===== src/rtl/cpu_pkg.sv =====
// cpu_pkg: shared fetch-unit defaults and fetch FSM state encoding.
package cpu_pkg;
  localparam int ADDR_W_DEF = 7;
  localparam int DATA_W_DEF = 16;
  typedef enum logic [1:0] {PRIME, EMPTY, VALID, STALE} fetch_state_t;
endpackage


===== src/rtl/instr_mem.sv =====
// instr_mem: 2^ADDR_W x DATA_W instruction memory, sync write, sync write-first read.
module instr_mem
  import cpu_pkg::*;
#(
  parameter int ADDR_W = ADDR_W_DEF,
  parameter int DATA_W = DATA_W_DEF
) (
  input  logic              clk,
  input  logic              we,
  input  logic [ADDR_W-1:0] waddr,
  input  logic [DATA_W-1:0] wdata,
  input  logic [ADDR_W-1:0] raddr,
  output logic [DATA_W-1:0] rdata
);
  logic [DATA_W-1:0] mem [2**ADDR_W];
  always_ff @(posedge clk) begin
    if (we) mem[waddr] <= wdata;
    rdata <= (we && waddr == raddr) ? wdata : mem[raddr];
  end
endmodule


===== src/rtl/instr_fetch_unit.sv =====
// instr_fetch_unit: PC, prefetched instruction memory read and IR with validity tracking.
module instr_fetch_unit
  import cpu_pkg::*;
#(
  parameter int ADDR_W = ADDR_W_DEF,
  parameter int DATA_W = DATA_W_DEF
) (
  input  logic              clk,
  input  logic              rst,
  input  logic              PC_clr,
  input  logic              PC_up,
  input  logic              IR_Id,
  input  logic              prog_we,
  input  logic [ADDR_W-1:0] prog_addr,
  input  logic [DATA_W-1:0] prog_data,
  output logic [DATA_W-1:0] IR,
  output logic [ADDR_W-1:0] PC,
  output logic              IR_valid,
  output logic              fetch_ready,
  output logic [15:0]       fetch_count
);
  fetch_state_t      state;
  logic [ADDR_W-1:0] pc_next, ir_addr;
  logic [DATA_W-1:0] prefetch;
  logic              accept;
  assign pc_next     = PC_clr ? '0 : PC_up ? PC + 1'b1 : PC;
  assign accept      = IR_Id && state != PRIME && !PC_clr;
  assign fetch_ready = state != PRIME;
  assign IR_valid    = state == VALID;
  // Reading at pc_next keeps prefetch equal to mem[PC] right after every edge.
  instr_mem #(.ADDR_W(ADDR_W), .DATA_W(DATA_W)) u_mem (
    .clk(clk),
    .we(prog_we),
    .waddr(prog_addr),
    .wdata(prog_data),
    .raddr(pc_next),
    .rdata(prefetch)
  );
  always_ff @(posedge clk or posedge rst) begin
    if (rst) begin
      PC          <= '0;
      IR          <= '0;
      ir_addr     <= '0;
      fetch_count <= '0;
      state       <= PRIME;
    end else begin
      PC <= pc_next;
      if (accept) begin
        IR      <= prefetch;
        ir_addr <= PC;
        if (fetch_count != 16'hFFFF) fetch_count <= fetch_count + 16'd1;
      end
      state <= (state == PRIME || PC_clr) ? EMPTY :
               accept ? VALID :
               (state == VALID && prog_we && prog_addr == ir_addr) ? STALE : state;
    end
  end
endmodule


===== config.mk =====
export PLATFORM = sky130hd
export DESIGN_NAME = instr_fetch_unit
export DESIGN_NICKNAME = d
export VERILOG_FILES = /design/src/rtl/cpu_pkg.sv /design/src/rtl/instr_mem.sv /design/src/rtl/instr_fetch_unit.sv
export SDC_FILE = /design/constraint.sdc
export NUM_CORES = 2
export LEC_CHECK = 0
export ABC_AREA = 1
export CAP_MARGIN = 10
export CELL_PAD_IN_SITES_DETAIL_PLACEMENT = 2
export CELL_PAD_IN_SITES_GLOBAL_PLACEMENT = 2
export CORE_MARGIN = 1.5
export CORE_UTILIZATION = 30
export CTS_BUF_LIST = sky130_fd_sc_hd__clkbuf_16
export CTS_CLUSTER_DIAMETER = 30
export DETAILED_ROUTE_END_ITERATION = 7
export PLACE_DENSITY_LB_ADDON = 0.1
export RECOVER_POWER = 100
export SLEW_MARGIN = 20
export SYNTH_ARGS = -nofsm -noshare
export SYNTH_HDL_FRONTEND = slang
export SYNTH_SLANG_ARGS = --single-unit

===== constraint.sdc =====
create_clock -name clk -period 1.97 [get_ports clk]
set_input_delay 0.2955 -clock clk [delete_from_list [all_inputs] [get_ports clk]]
set_output_delay 0.2955 -clock clk [all_outputs]
set_load 0.02 [all_outputs]

==> flow_summary.toml <==
[status]
status = "complete, but fails checks"
violations = "max-capacitance violations, max-slew violations, negative setup slack"

[synthesis]
ys_ff_latch = 2103
synth_top_area_share_pct = 72.7
yosys_warnings = 0
ys.flop_type = "edfxtp_1"
syn_nets = 7048
avgSynthCellArea_sq_um = 12.1
postSynth.asyncResetShare_pct = 2.28
synth_area_sq_um = 84600
synth_edf_count = 2048
ys_seq_area_share_pct = 74.3
synthTopCellsByArea = "edfxtp_1 (73%), nand3_1 (12%), nand2_1 (9.6%)"
syn_inst = 7017
yosys.area.top_type = "edfxtp_1"
ys_types = 26

[routing]
drt-initial-drc-count = 4436
ant_nets = 0
wl_um = 350000
num_vias = 62400
drc = 0
vias_per_cell = 5.11
wl_per_cell_um = 28.7
dr.pass1.iters = 5

[timing]
slew_viol_final = 262
finalHoldViolations = 0
fmax_mhz = 414
setup_violations = 794
post-route-period-util_pct = 123
hold_ws_ns = 0.118
fin_crit_ns = 2.42
clock_skew_ns = 0.0600
rsz0062_at_grt = "true"
max-slew-margin-rel_pct = -31.5
fin_ws_ns = -0.446
fin_tns_setup_ns = -81.06
tightest_slew_ns = 1.97

[setup_path]
path_buf_inv = 6
cp_slowest_cell = "dfxtp_4"
crit_chain = "buf_12 -> clkinv_16 -> buf_16 -> buf_12 -> buf_4 -> nand2_1 -> nand3_2 -> nand3_2 -> nand3_4 -> nand3_2 -> nand3_2 -> nand3_2 -> buf_6 -> nand2_1 -> nand2_1 -> nand2_1"
crit_path_start_kind = "register"
crit_family = "buffers and inverters"
rrSetupSlack_ns = -0.45
cp_common_cell = "nand3_2"
critPathArrivalTime_ns = 3.29
cp_data_required_time_ns = 2.84
crit_cells = 16
worstPathMaxFanout = 5
reg2reg_depth = 16
worstSetupPathType = "reg -> reg"
end_kind = "register"
r2r_end = "IR[11]$_DFFE_PP0P_"
cpPeakStageDelay_ns = 0.39

[die]
core_area_sq_um = 280000
rows = 194
pin_count = 70
die_x_um = 534
die_h_um = 534
fp.dieArea_sq_um = 285000
start_util_pct = 30.2

[pwr]
p_leak_nw = 44.1
power_switching_w = 0.0353
clkPwrFrac_pct = 59.4
pwr-share-comb_pct = 7.1
pwr-share-seq_pct = 33.5
swShare_pct = 23.7
intPower_w = 0.114
peakVddDrop_mv = 0.871
power_density_nw_per_um2 = 1260

[clock_tree]
clk_latency_ns = 1.01
cts-root-buf = "clkbuf_16"
h-tree-depth = 6
path_clk_slew_ns = 0.05
cts_buffer_depth = 4
cts.sink_count = 2103
cts_tree = "done"
cts-buffers-inserted = 564

[cells_and_area]
nets = 8064
final_util_pct = 42.3
drive_gt1_share_pct = 24.4
area_growth_pct = 39.8

[grt]
grt_start_max_net_pins = 88
met2_usage_pct = 41.4
grtUsageTotal_pct = 24.2
grt-busiest-layer = "met2"
first_global_vias = 69000
antenna_found_initial = 14
grt_pass1_wl_um = 501000
grt.overflow.total = 0
use_met1_pct = 31.8
met3_usage_pct = 3.30

[hold_path]
min_to = "PC[2]$_DFF_PP0_"
hold_depth = 3
hp-class = "in -> reg"
hold_start = "PC_up"

[flow_run]
maxCapViolations = 5

[placed_design]
port-buffer-count = 69
place_congestion = 0.787
dpl.hpwl_um = 207000
post-place-ws_ns = -0.998
-- Yosys cell counts, types with 8 or more instances --
library cell and n:
edfxtp_1 2048, xnor2_1 8, nor3_1 14, buf_2 273, buf_1 43, nor2_1 151, dfrtp_1 48, inv_1 39
clkbuf_1 86, o21ai_0 9, buf_4 53, nand2_1 2173, xor2_1 11, nand3_1 2027
-- cell usage in the layout (no fill, tap or decap), drive strengths merged, types with 14 or more instances in the layout --
cell | synthesis | layout
clkinvlp | 0 | 27
nand3 | 2027 | 2027
nor3 | 14 | 14
clkinv | 0 | 231
dfrtp | 48 | 48
clkbuf | 86 | 785
edfxtp | 2048 | 2048
buf | 375 | 649
nor2 | 152 | 152
bufbuf | 0 | 18
dlygate4sd3 | 0 | 22
inv | 42 | 166
nand2 | 2173 | 2173
bufinv | 0 | 60
-- per-layer routing --
layer | share of wire [%] | wire [um]
met4 | 2.8 | 9740
met2 | 49 | 173000
met1 | 44 | 153000
met5 | 0 | 0
met3 | 4.1 | 14400
-- layout make-up --
| class | instances | area, sq um |
|---|---|---|
| Fill cell | 27600 | 162000 |
| Multi-Input combinational cell | 4411 | 21800 |
| Clock buffer | 577 | 14400 |
| Inverter | 42 | 213 |
| Sequential cell | 2103 | 62900 |
| Timing Repair Buffer | 907 | 10200 |
| Antenna cell | 11 | 27.5 |
| Timing Repair inverter | 4 | 52.6 |
| Clock inverter | 438 | 4010 |
| Tap cell | 3724 | 4660 |
-- state kept, by name (all words and copies together), names as in the netlist, named ones only --
signal,cells
state,2
u_mem.mem,2048
fetch_count,16
ir_addr,7
IR,16
PC,7
-- worst max path at each step --
stage            startpoint                     endpoint  slack, ns
2_1_floorplan  prog_addr[1]  u_mem.mem[111][0]$_DFFE_PP_      -0.04
3_3_place_gp       register            IR[7]$_DFFE_PP0P_       -1.0
6_report           register           IR[11]$_DFFE_PP0P_      -0.45
5_1_grt            register           IR[11]$_DFFE_PP0P_      -0.52
4_1_cts            register            IR[3]$_DFFE_PP0P_      -0.41
3_5_place_dp       register            IR[7]$_DFFE_PP0P_       -1.0
-- through the flow --
stage	instance area (sq um)	total power [W]	instances
2_1_floorplan	84600	0.0545	7017
6_report	118000	0.149	12200
3_5_place_dp	97100	0.0600	11100
3_3_place_gp	97100	0.0598	11100
5_1_grt	118000	0.153	12200
4_1_cts	119000	0.150	12200
-- cell families after synthesis --
logic type / Yosys count / synth area share, %
xor gates and xnor gates: 19 / 0.197
AOI/OAI and AO/OA: 14 / 0.0843
adders and majority gates: 2 / 0.0296
DFF: 2103 / 74.3
buffers and inverters: 503 / 2.93
and+or+nand+nor: 4376 / 22.5
-- power by group through the flow --
| stage | sequential, W | clock (W) | combinational, W |
|---|---|---|---|
| CTS | 0.0499 | 0.0899 | 0.0107 |
| global route | 0.0499 | 0.0922 | 0.0114 |
| floorplan | 0.0506 | 0 | 0.00386 |
| global placement | 0.0506 | 0 | 0.00925 |
| detailed placement | 0.0506 | 0 | 0.00942 |
| finish | 0.0499 | 0.0884 | 0.0106 |
-- tightest hold or removal path, delay by kind of cell --
kind	cells	cell delay (ns)
compound gates	1	0.17
buf+inv	1	0.53
simple gates	1	0.07
-- timing repair --
item                                   in CTS  in global routing
setup endpoints to repair                  57                 38
endpoints found under the hold margin    1680                  0
gates resized for setup                   571                238
hold buffers                               19                  0
pin swaps                                  33                 86
gates cloned                               30                  8
buffers inserted                           56                  6
Power figures use the tool's default switching activity.
